**src/rtl/atari_audio_pkg.sv**
```systemverilog
// Shared audio constants and the sample preparation helper used by the
// I2S transmitter.
package atari_audio_pkg;

  localparam int FRAME_BITS = 32;
  localparam int SAMPLE_W   = 16;

  // Offset-binary inputs become two's complement by flipping the MSB.
  // Mute is applied after that conversion, so a muted slot is always 0x0000.
  function automatic logic [SAMPLE_W-1:0] prep_sample(
    input logic [SAMPLE_W-1:0] raw,
    input logic                offset_bin,
    input logic                mute
  );
    logic [SAMPLE_W-1:0] conv;
    if (offset_bin) begin
      conv = {~raw[SAMPLE_W-1], raw[SAMPLE_W-2:0]};
    end else begin
      conv = raw;
    end
    if (mute) begin
      return {SAMPLE_W{1'b0}};
    end else begin
      return conv;
    end
  endfunction

endpackage

```
**src/rtl/i2s_bck_gen.sv**
```systemverilog
// Bit-clock generator: a prescaler counting 0..BCK_HALF_DIV-1 toggles bck
// each time it wraps. fall_en is high in the clk whose edge drives bck 1->0,
// so the consumer updates its registers on that same edge.
module i2s_bck_gen #(
  parameter int BCK_HALF_DIV = 8
) (
  input  logic clk,
  input  logic reset,
  output logic bck,
  output logic fall_en
);

  localparam logic [7:0] LAST_COUNT = 8'(BCK_HALF_DIV - 1);

  logic [7:0] presc_r;
  logic       bck_r;
  logic       wrap_s;

  assign wrap_s  = (presc_r == LAST_COUNT);
  assign bck     = bck_r;
  assign fall_en = wrap_s & bck_r;

  // Prescaler count and bit-clock toggle on wrap.
  always_ff @(posedge clk) begin
    if (reset) begin
      presc_r <= 8'd0;
      bck_r   <= 1'b0;
    end else if (wrap_s) begin
      presc_r <= 8'd0;
      bck_r   <= ~bck_r;
    end else begin
      presc_r <= presc_r + 8'd1;
    end
  end

endmodule

```
**src/rtl/i2s_audio_tx.sv**
```systemverilog
// Stereo I2S transmitter. A 32-slot frame is built from one latched word
// {left, right}; the word is captured on the falling bck edge entering
// slot 1, so the left MSB follows the LRCK edge by one bit period.
module i2s_audio_tx
  import atari_audio_pkg::*;
#(
  parameter int BCK_HALF_DIV = 8,
  parameter bit UNSIGNED_IN  = 1'b0
) (
  input  logic                clk,
  input  logic                reset,
  input  logic [SAMPLE_W-1:0] left,
  input  logic [SAMPLE_W-1:0] right,
  input  logic                mute,
  output logic                sample_strobe,
  output logic                i2s_bck,
  output logic                i2s_lrck,
  output logic                i2s_data
);

  logic                  bck_s;
  logic                  fall_en_s;
  logic [4:0]            slot_r;
  logic [4:0]            next_slot_s;
  logic [FRAME_BITS-1:0] shreg_r;
  logic [FRAME_BITS-1:0] word_s;
  logic                  lrck_r;
  logic                  data_r;
  logic                  strobe_r;

  i2s_bck_gen #(
    .BCK_HALF_DIV(BCK_HALF_DIV)
  ) u_bck_gen (
    .clk     (clk),
    .reset   (reset),
    .bck     (bck_s),
    .fall_en (fall_en_s)
  );

  // Next slot index and the converted frame word offered at the latch point.
  always_comb begin
    next_slot_s = slot_r + 5'd1;
    word_s      = {prep_sample(left,  UNSIGNED_IN, mute),
                   prep_sample(right, UNSIGNED_IN, mute)};
  end

  // Slot counter, frame shift register and registered serial outputs;
  // everything moves only on bck falling edges.
  always_ff @(posedge clk) begin
    if (reset) begin
      slot_r   <= 5'd31;
      shreg_r  <= {FRAME_BITS{1'b0}};
      lrck_r   <= 1'b0;
      data_r   <= 1'b0;
      strobe_r <= 1'b0;
    end else begin
      strobe_r <= 1'b0;
      if (fall_en_s) begin
        slot_r <= next_slot_s;
        lrck_r <= next_slot_s[4];
        if (next_slot_s == 5'd1) begin
          // Latch point: capture the new word and present its MSB.
          shreg_r  <= {word_s[FRAME_BITS-2:0], 1'b0};
          data_r   <= word_s[FRAME_BITS-1];
          strobe_r <= 1'b1;
        end else begin
          // Slot 0 shifts out the previous word's LSB (one-bit I2S delay).
          shreg_r <= {shreg_r[FRAME_BITS-2:0], 1'b0};
          data_r  <= shreg_r[FRAME_BITS-1];
        end
      end
    end
  end

  assign sample_strobe = strobe_r;
  assign i2s_bck       = bck_s;
  assign i2s_lrck      = lrck_r;
  assign i2s_data      = data_r;

endmodule

```
**config.mk**
```make
export PLATFORM = sky130hd
export DESIGN_NAME = i2s_audio_tx
export DESIGN_NICKNAME = d
export VERILOG_FILES = /design/src/rtl/atari_audio_pkg.sv /design/src/rtl/i2s_bck_gen.sv /design/src/rtl/i2s_audio_tx.sv
export SDC_FILE = /design/constraint.sdc
export NUM_CORES = 1
export LEC_CHECK = 0
export BUFFER_PORTS_ARGS = -buffer_cell sky130_fd_sc_hd__buf_2
export CORE_MARGIN = 1.5
export CORE_UTILIZATION = 55
export DETAILED_ROUTE_END_ITERATION = 10
export PLACE_DENSITY = 0.82
export REMOVE_ABC_BUFFERS = 1
export SYNTH_ARGS = -nofsm -noshare
export SYNTH_HDL_FRONTEND = slang
export SYNTH_SLANG_ARGS = --single-unit
```
**constraint.sdc**
```tcl
create_clock -name clk -period 2.9 [get_ports clk]
set_clock_uncertainty 0.15 [all_clocks]
set_input_delay 0 -clock clk [delete_from_list [all_inputs] [get_ports clk]]
set_output_delay 0 -clock clk [all_outputs]
set_load 0.01 [all_outputs]
```
* Yosys cells after proc, flatten, opt, wreduce, memory -nomap -nowiden
Index checks and enable logic that the tools add are counted.
** Operators by class
- Add/sub/neg operators :: 2
- Eq/ne operators :: 2
- Mux-type cells :: 5
- Bitwise gates (word level) :: 3
- Reductions and logical operators :: 2
** Operators by type and width (number)
- 2-to-1 mux 16 bit :: 2
- 2-to-1 mux 32 bit :: 1
- adder 8 x 1 -> 8 bit (second input constant) :: 1
- == test 8 x 3 -> 1 bit (second input constant) :: 1
- adder 5 x 1 -> 5 bit (second input constant) :: 1
- == test 5 x 1 -> 1 bit (second input constant) :: 1
- OR reduction 2 bit :: 2
- 2-to-1 mux 1 bit :: 2
- NOT 1 bit :: 2
- AND 1 bit :: 1
** Word-level totals
- Flip-flop bits (word level) :: 49
- Input port bits :: 35
- Output and inout bits :: 4
- Word-level logic and storage cells :: 21

* Depth between registers and ports, before layout
- Word-level depth :: 4
- Gate-level depth with buffers :: 7
- Mapped depth without buffers :: 6

* Cells and area by module
From an unflattened synthesis, not the netlist that was laid out.
** Unflattened totals
- Cell total of the unflattened synthesis :: 269
- Area total of the unflattened synthesis :: 2627.5 sq um
** Modules (own cells, without submodules)
- i2s_audio_tx :: times used 1, cells an instance 226, area each 2235.9 sq um, sequential area each 780.7 sq um
- i2s_bck_gen :: times used 1, cells an instance 43, area each 391.6 sq um, sequential area each 180.2 sq um

* Worst setup path before layout
No wires, ideal clock.
- Path type :: flip-flop to flip-flop
- Start :: register slot_r[1]
- End :: register data_r (netlist: i2s_data)
- Setup time :: 115 ps
- Arrival time :: 1976 ps
- Data required time :: 2635 ps
- Setup slack :: 658 ps
- Cell stages (with the launch flop) :: 8
- Buffers on the path :: 1
- Period minus slack after synthesis :: 2242 ps
- Cell sequence :: dfxtp_1 > ha_1 > a21boi_0 > a21oi_1 > o22ai_1 > clkbuf_1 > mux2i_1 > o21ai_2
** Between the ends
- Longest elaborated chain between the ends :: 3
** Ends and longest elaborated chain
- start, declared :: RTL line i2s_audio_tx.sv:23 : logic [4:0] slot_r;
- start signal, assigned :: RTL line i2s_audio_tx.sv:59 : slot_r <= next_slot_s;
- adder 5 x 1 -> 5 bit :: RTL line i2s_audio_tx.sv:42 : next_slot_s = slot_r + 5'd1;
- == test 5 x 1 -> 1 bit :: RTL line i2s_audio_tx.sv:61 : if (next_slot_s == 5'd1) begin
- 2-to-1 mux 1 bit :: RTL line i2s_audio_tx.sv:61
- end signal, assigned :: RTL line i2s_audio_tx.sv:64 : data_r <= word_s[FRAME_BITS-1];
- end signal, assigned :: RTL line i2s_audio_tx.sv:69 : data_r <= shreg_r[FRAME_BITS-1];
- end, declared :: RTL line i2s_audio_tx.sv:28 : logic data_r;
No other way between the ends.
A chain may end at the register's enable or synchronous reset.

* Worst setup path after layout
- Start :: register u_bck_gen.presc_r[5]
- End :: register shreg_r[1]
** Between the ends
- Longest elaborated chain between the ends :: 2
** Ends and longest elaborated chain
- start, declared :: RTL line i2s_bck_gen.sv:15 : logic [7:0] presc_r;
- start signal, assigned :: RTL line i2s_bck_gen.sv:32 : presc_r <= presc_r + 8'd1;
- == test 8 x 3 -> 1 bit :: RTL line i2s_bck_gen.sv:19 : assign wrap_s = (presc_r == LAST_COUNT);
- AND 1 bit :: RTL line i2s_bck_gen.sv:21 : assign fall_en = wrap_s & bck_r;
- end signal, assigned :: RTL line i2s_audio_tx.sv:52 : shreg_r <= {FRAME_BITS{1'b0}};
- end signal, assigned :: RTL line i2s_audio_tx.sv:63 : shreg_r <= {word_s[FRAME_BITS-2:0], 1'b0};
- end signal, assigned :: RTL line i2s_audio_tx.sv:68 : shreg_r <= {shreg_r[FRAME_BITS-2:0], 1'b0};
- end, declared :: RTL line i2s_audio_tx.sv:25 : logic [FRAME_BITS-1:0] shreg_r;
No other way between the ends.

==> flow_summary_export.csv <==
group,metric,value,unit
global_route,grt_overflow,0,
pwr,total_power,1.237,mW
placed_design,pre_cts_ws,0.5088,ns
placed_design,gp_congestion,0.8556,
pwr,peakVddDrop,296.4,uV
cells_and_area,multi_input_area,1316,sq um
cells_and_area,syn_to_final_growth,26.80,%
hold_path,hold_class,"in2reg",
detailed_routing,routedWlPerCell,12.27,um
setup_path,path_max_fanout,8,
clocking,post_cts_buffers,0,
detailed_routing,wl_met3,192,um
detailed_routing,num_vias,1896,
detailed_routing,remaining_drc_errors,0,
sta,finalCriticalPeriod,2.586,ns
detailed_routing,viasPerCell,5.124,
floorplanning,die_h,68.47,um
floorplanning,core,4058,sq um
sta,setup_viol,0,
pwr,seqPwrFrac,53.9,%
clocking,htree_levels,2,
placed_design,io_buffers,38,
clocking,cts_root_buf,"clkbuf_8",
floorplanning,dieArea,4687,sq um
yosys,ys_types,28,
pwr,clkPwrFrac,38.1,%
clocking,clkTransAtPathRegs,0.08,ns
pwr,power.switching,0.2579,mW
placed_design,dp_hpwl,2.771,mm
clocking,cts.path.max_buffers,2,
yosys,synth_top_cells_by_area,"dfxtp_1, mux2i_1, o21ai_2",
sta,period_share,89.19,%
yosys,yosysWarnings,0,
setup_path,r2r_end,"shreg_r[1]",
global_route,grt_usage,21.23,%
setup_path,end_kind,"flop",
yosys,syn_inst,254,
detailed_routing,drt_iter0_drc,104,
setup_path,r2r_start,"u_bck_gen.presc_r[5]",
setup_path,required,2.99,ns
sta,finalHoldViolCount,0,
floorplanning,die_w,68.47,um
clocking,clock-sinks,48,
pwr,p_leak,1.129,nW
cells_and_area,layout.area.seq,960.9,sq um
detailed_routing,met1_length,2.056,mm
sta,max_slew.worst_pin.slew,0.5782,ns
yosys,syn_area_per_cell,9.281,sq um
detailed_routing,wl_met2,2.225,mm
pwr,p_sw_share,20.85,%
hold_path,hold_end,"shreg_r[29]",
run_status,outcome,"completed",
sta,max-slew-margin-rel,61.45,%
detailed_routing,ant_nets,0,
setup_path,r2r_cells,5,
floorplanning,ioPinCount,39,
sta,worst_slack,0.3136,ns
clocking,cts_made_buffers,5,
sta,rsz0062_at_grt,"false",
pwr,p_int,0.9788,mW
detailed_routing,dr.pass1.iters,4,
yosys,yosysTopAreaCellShare,40.76,%
setup_path,criticalPathCategory,"reg2reg",
cells_and_area,drive_above_1_share,26.88,%
sta,fmax,386.6,MHz
setup_path,worstSetupStartpointType,"flop",
yosys,synth_top_area_cell,"dfxtp_1",
hold_path,worstHoldStart,"left[12]",
pwr,power_density,413.7,nW/um^2
floorplanning,placementRows,23,
setup_path,ff2ff_setup_slack,0.31,ns
cells_and_area,fillers,286,
clocking,cts_resized,0,
floorplanning,initial_utilization,58.09,%
job,max_cap_violations,0,
yosys,yosysSeqAreaShare,40.76,%
detailed_routing,drt_wl_total,4.540,mm
global_route,grt_pass1_wl,7.389,mm
clocking,clock_latency,0.30,ns
sta,drv_slew,0,
cells_and_area,nets,357,
yosys,netlist_area,2357,sq um
global_route,grt_max_degree,33,
clocking,cts_tree,"done",
hold_path,whs_path_depth,4,
global_route,antenna_found_initial,0,
global_route,grt_pass1_vias,1761,
pwr,combPwrFrac,8.0,%
detailed_routing,top_layer,"met4",
setup_path,worst_ep_arrival_time,2.68,ns
cells_and_area,diodes,0,
yosys,synth-seq-cells,48,
[worst max-delay path: stages, from the launching register on]
cell           delay [ns]
dfxtp_1              0.35
or4_4                0.54
or4b_4               0.58
nand4bb_1            0.22
a21oi_1              0.15
dlygate4sd3_1        0.54
[stage by stage]
stage | std cells | area (sq um) | hold WS (ns) | TNS [ns] | utilization, %
floorplan | 239 | 2271 | -0.08093 | -28.94 | -
global placement | 331 | 2571 | 0.1532 | 0 | 63.37
detailed placement | 331 | 2571 | 0.1673 | 0 | 63.37
CTS | 369 | 2979 | 0.002469 | 0 | 73.42
global route | 370 | 2989 | 0.04556 | 0 | 73.67
finish | 370 | 2989 | 0.01559 | 0 | 73.67
[sequential cells by signal, indices dropped and copies added (netlist names)]
register           flops
slot_r                 5
sample_strobe          1
u_bck_gen.bck          1
shreg_r               31
u_bck_gen.presc_r      8
i2s_data               1
i2s_lrck               1
[cells in the final DEF, fill, tap and decap left out, drive strengths merged, types with 2 or more instances in the layout]
cell,n
dfxtp,48
buf,42
nand2,35
nor2b,31
mux2i,31
dlygate4sd3,31
o21ai,31
nor2,14
nand3,9
xor2,6
xnor2,6
clkbuf,6
a21oi,5
nand2b,4
inv,3
ha,3
and3,2
or2,2
[synth_stat cells]
library cell  count
and2b_2           1
o21ai_0           1
nand4_1           1
nor2_1           14
dfxtp_1          48
nand4bb_1         1
or4b_4            1
clkbuf_1         11
inv_1             3
or2_2             1
o21ai_2          30
a21boi_0          1
nor2b_1          31
xnor2_1           6
nand3_1           9
and3_1            2
xor2_1            6
a21oi_1           5
ha_1              3
nand2_1          35
o21bai_1          1
mux2i_1          31
or4_4             1
o22ai_1           1
or2_4             1
buf_6             4
nand2b_1          4
nor3_1            1
[timing repair]
action / CTS / global route
hold endpoints to repair: 36 / 1
hold buffers: 30 / 1
endpoints found under the setup margin: 0 / 0
[layout make-up]
cell class / count / share of cell area (%)
clock buffers: 6 / 2.428
clock inverters: 2 / 1.172
flip-flops and latches: 48 / 32.15
inverters: 3 / 0.3767
repair buffers: 73 / 17.75
multi-input cells: 188 / 44.04
well taps: 50 / 2.093
[power groups by stage]
stage | Combinational, mW | Sequential [mW] | Clock, mW
after floorplan | 0.0298 | 0.681 | 0
after global placement | 0.0655 | 0.682 | 0
after detailed placement | 0.0661 | 0.682 | 0
after CTS | 0.0966 | 0.667 | 0.482
after global routing | 0.110 | 0.668 | 0.512
final | 0.0994 | 0.667 | 0.471
[worst max-delay path by stage]
| stage | start | end | cells after the start |
|---|---|---|---|
| 4_1_cts | u_bck_gen.presc_r[5] | shreg_r[1] | 5 |
| 6_report | u_bck_gen.presc_r[5] | shreg_r[1] | 5 |
| 3_3_place_gp | u_bck_gen.presc_r[5] | sample_strobe | 4 |
| 5_1_grt | slot_r[1] | shreg_r[1] | 8 |
| 2_1_floorplan | slot_r[1] | i2s_data | 6 |
| 3_5_place_dp | u_bck_gen.presc_r[5] | sample_strobe | 4 |
[per-layer routing]
layer,vias up,track usage [%]
li1,985,-
met1,869,24.16
met2,35,37.98
met3,7,5.428
met4,0,7.500
met5,-,0
[logic make-up (layout without fill, tap and decap cells)]
| logic type | Yosys count | after routing | share of synthesized area (%) |
|---|---|---|---|
| muxes | 31 | 31 | 13.16 |
| xor gates and xnor gates | 12 | 12 | 4.459 |
| adders and majority gates | 3 | 3 | 1.593 |
| AOI/OAI and AO/OA | 39 | 39 | 13.32 |
| buffers and inverters | 18 | 84 | 4.140 |
| and+or+nand+nor | 103 | 103 | 22.56 |
| DFF | 48 | 48 | 40.76 |
Power figures use the tool's default switching activity.
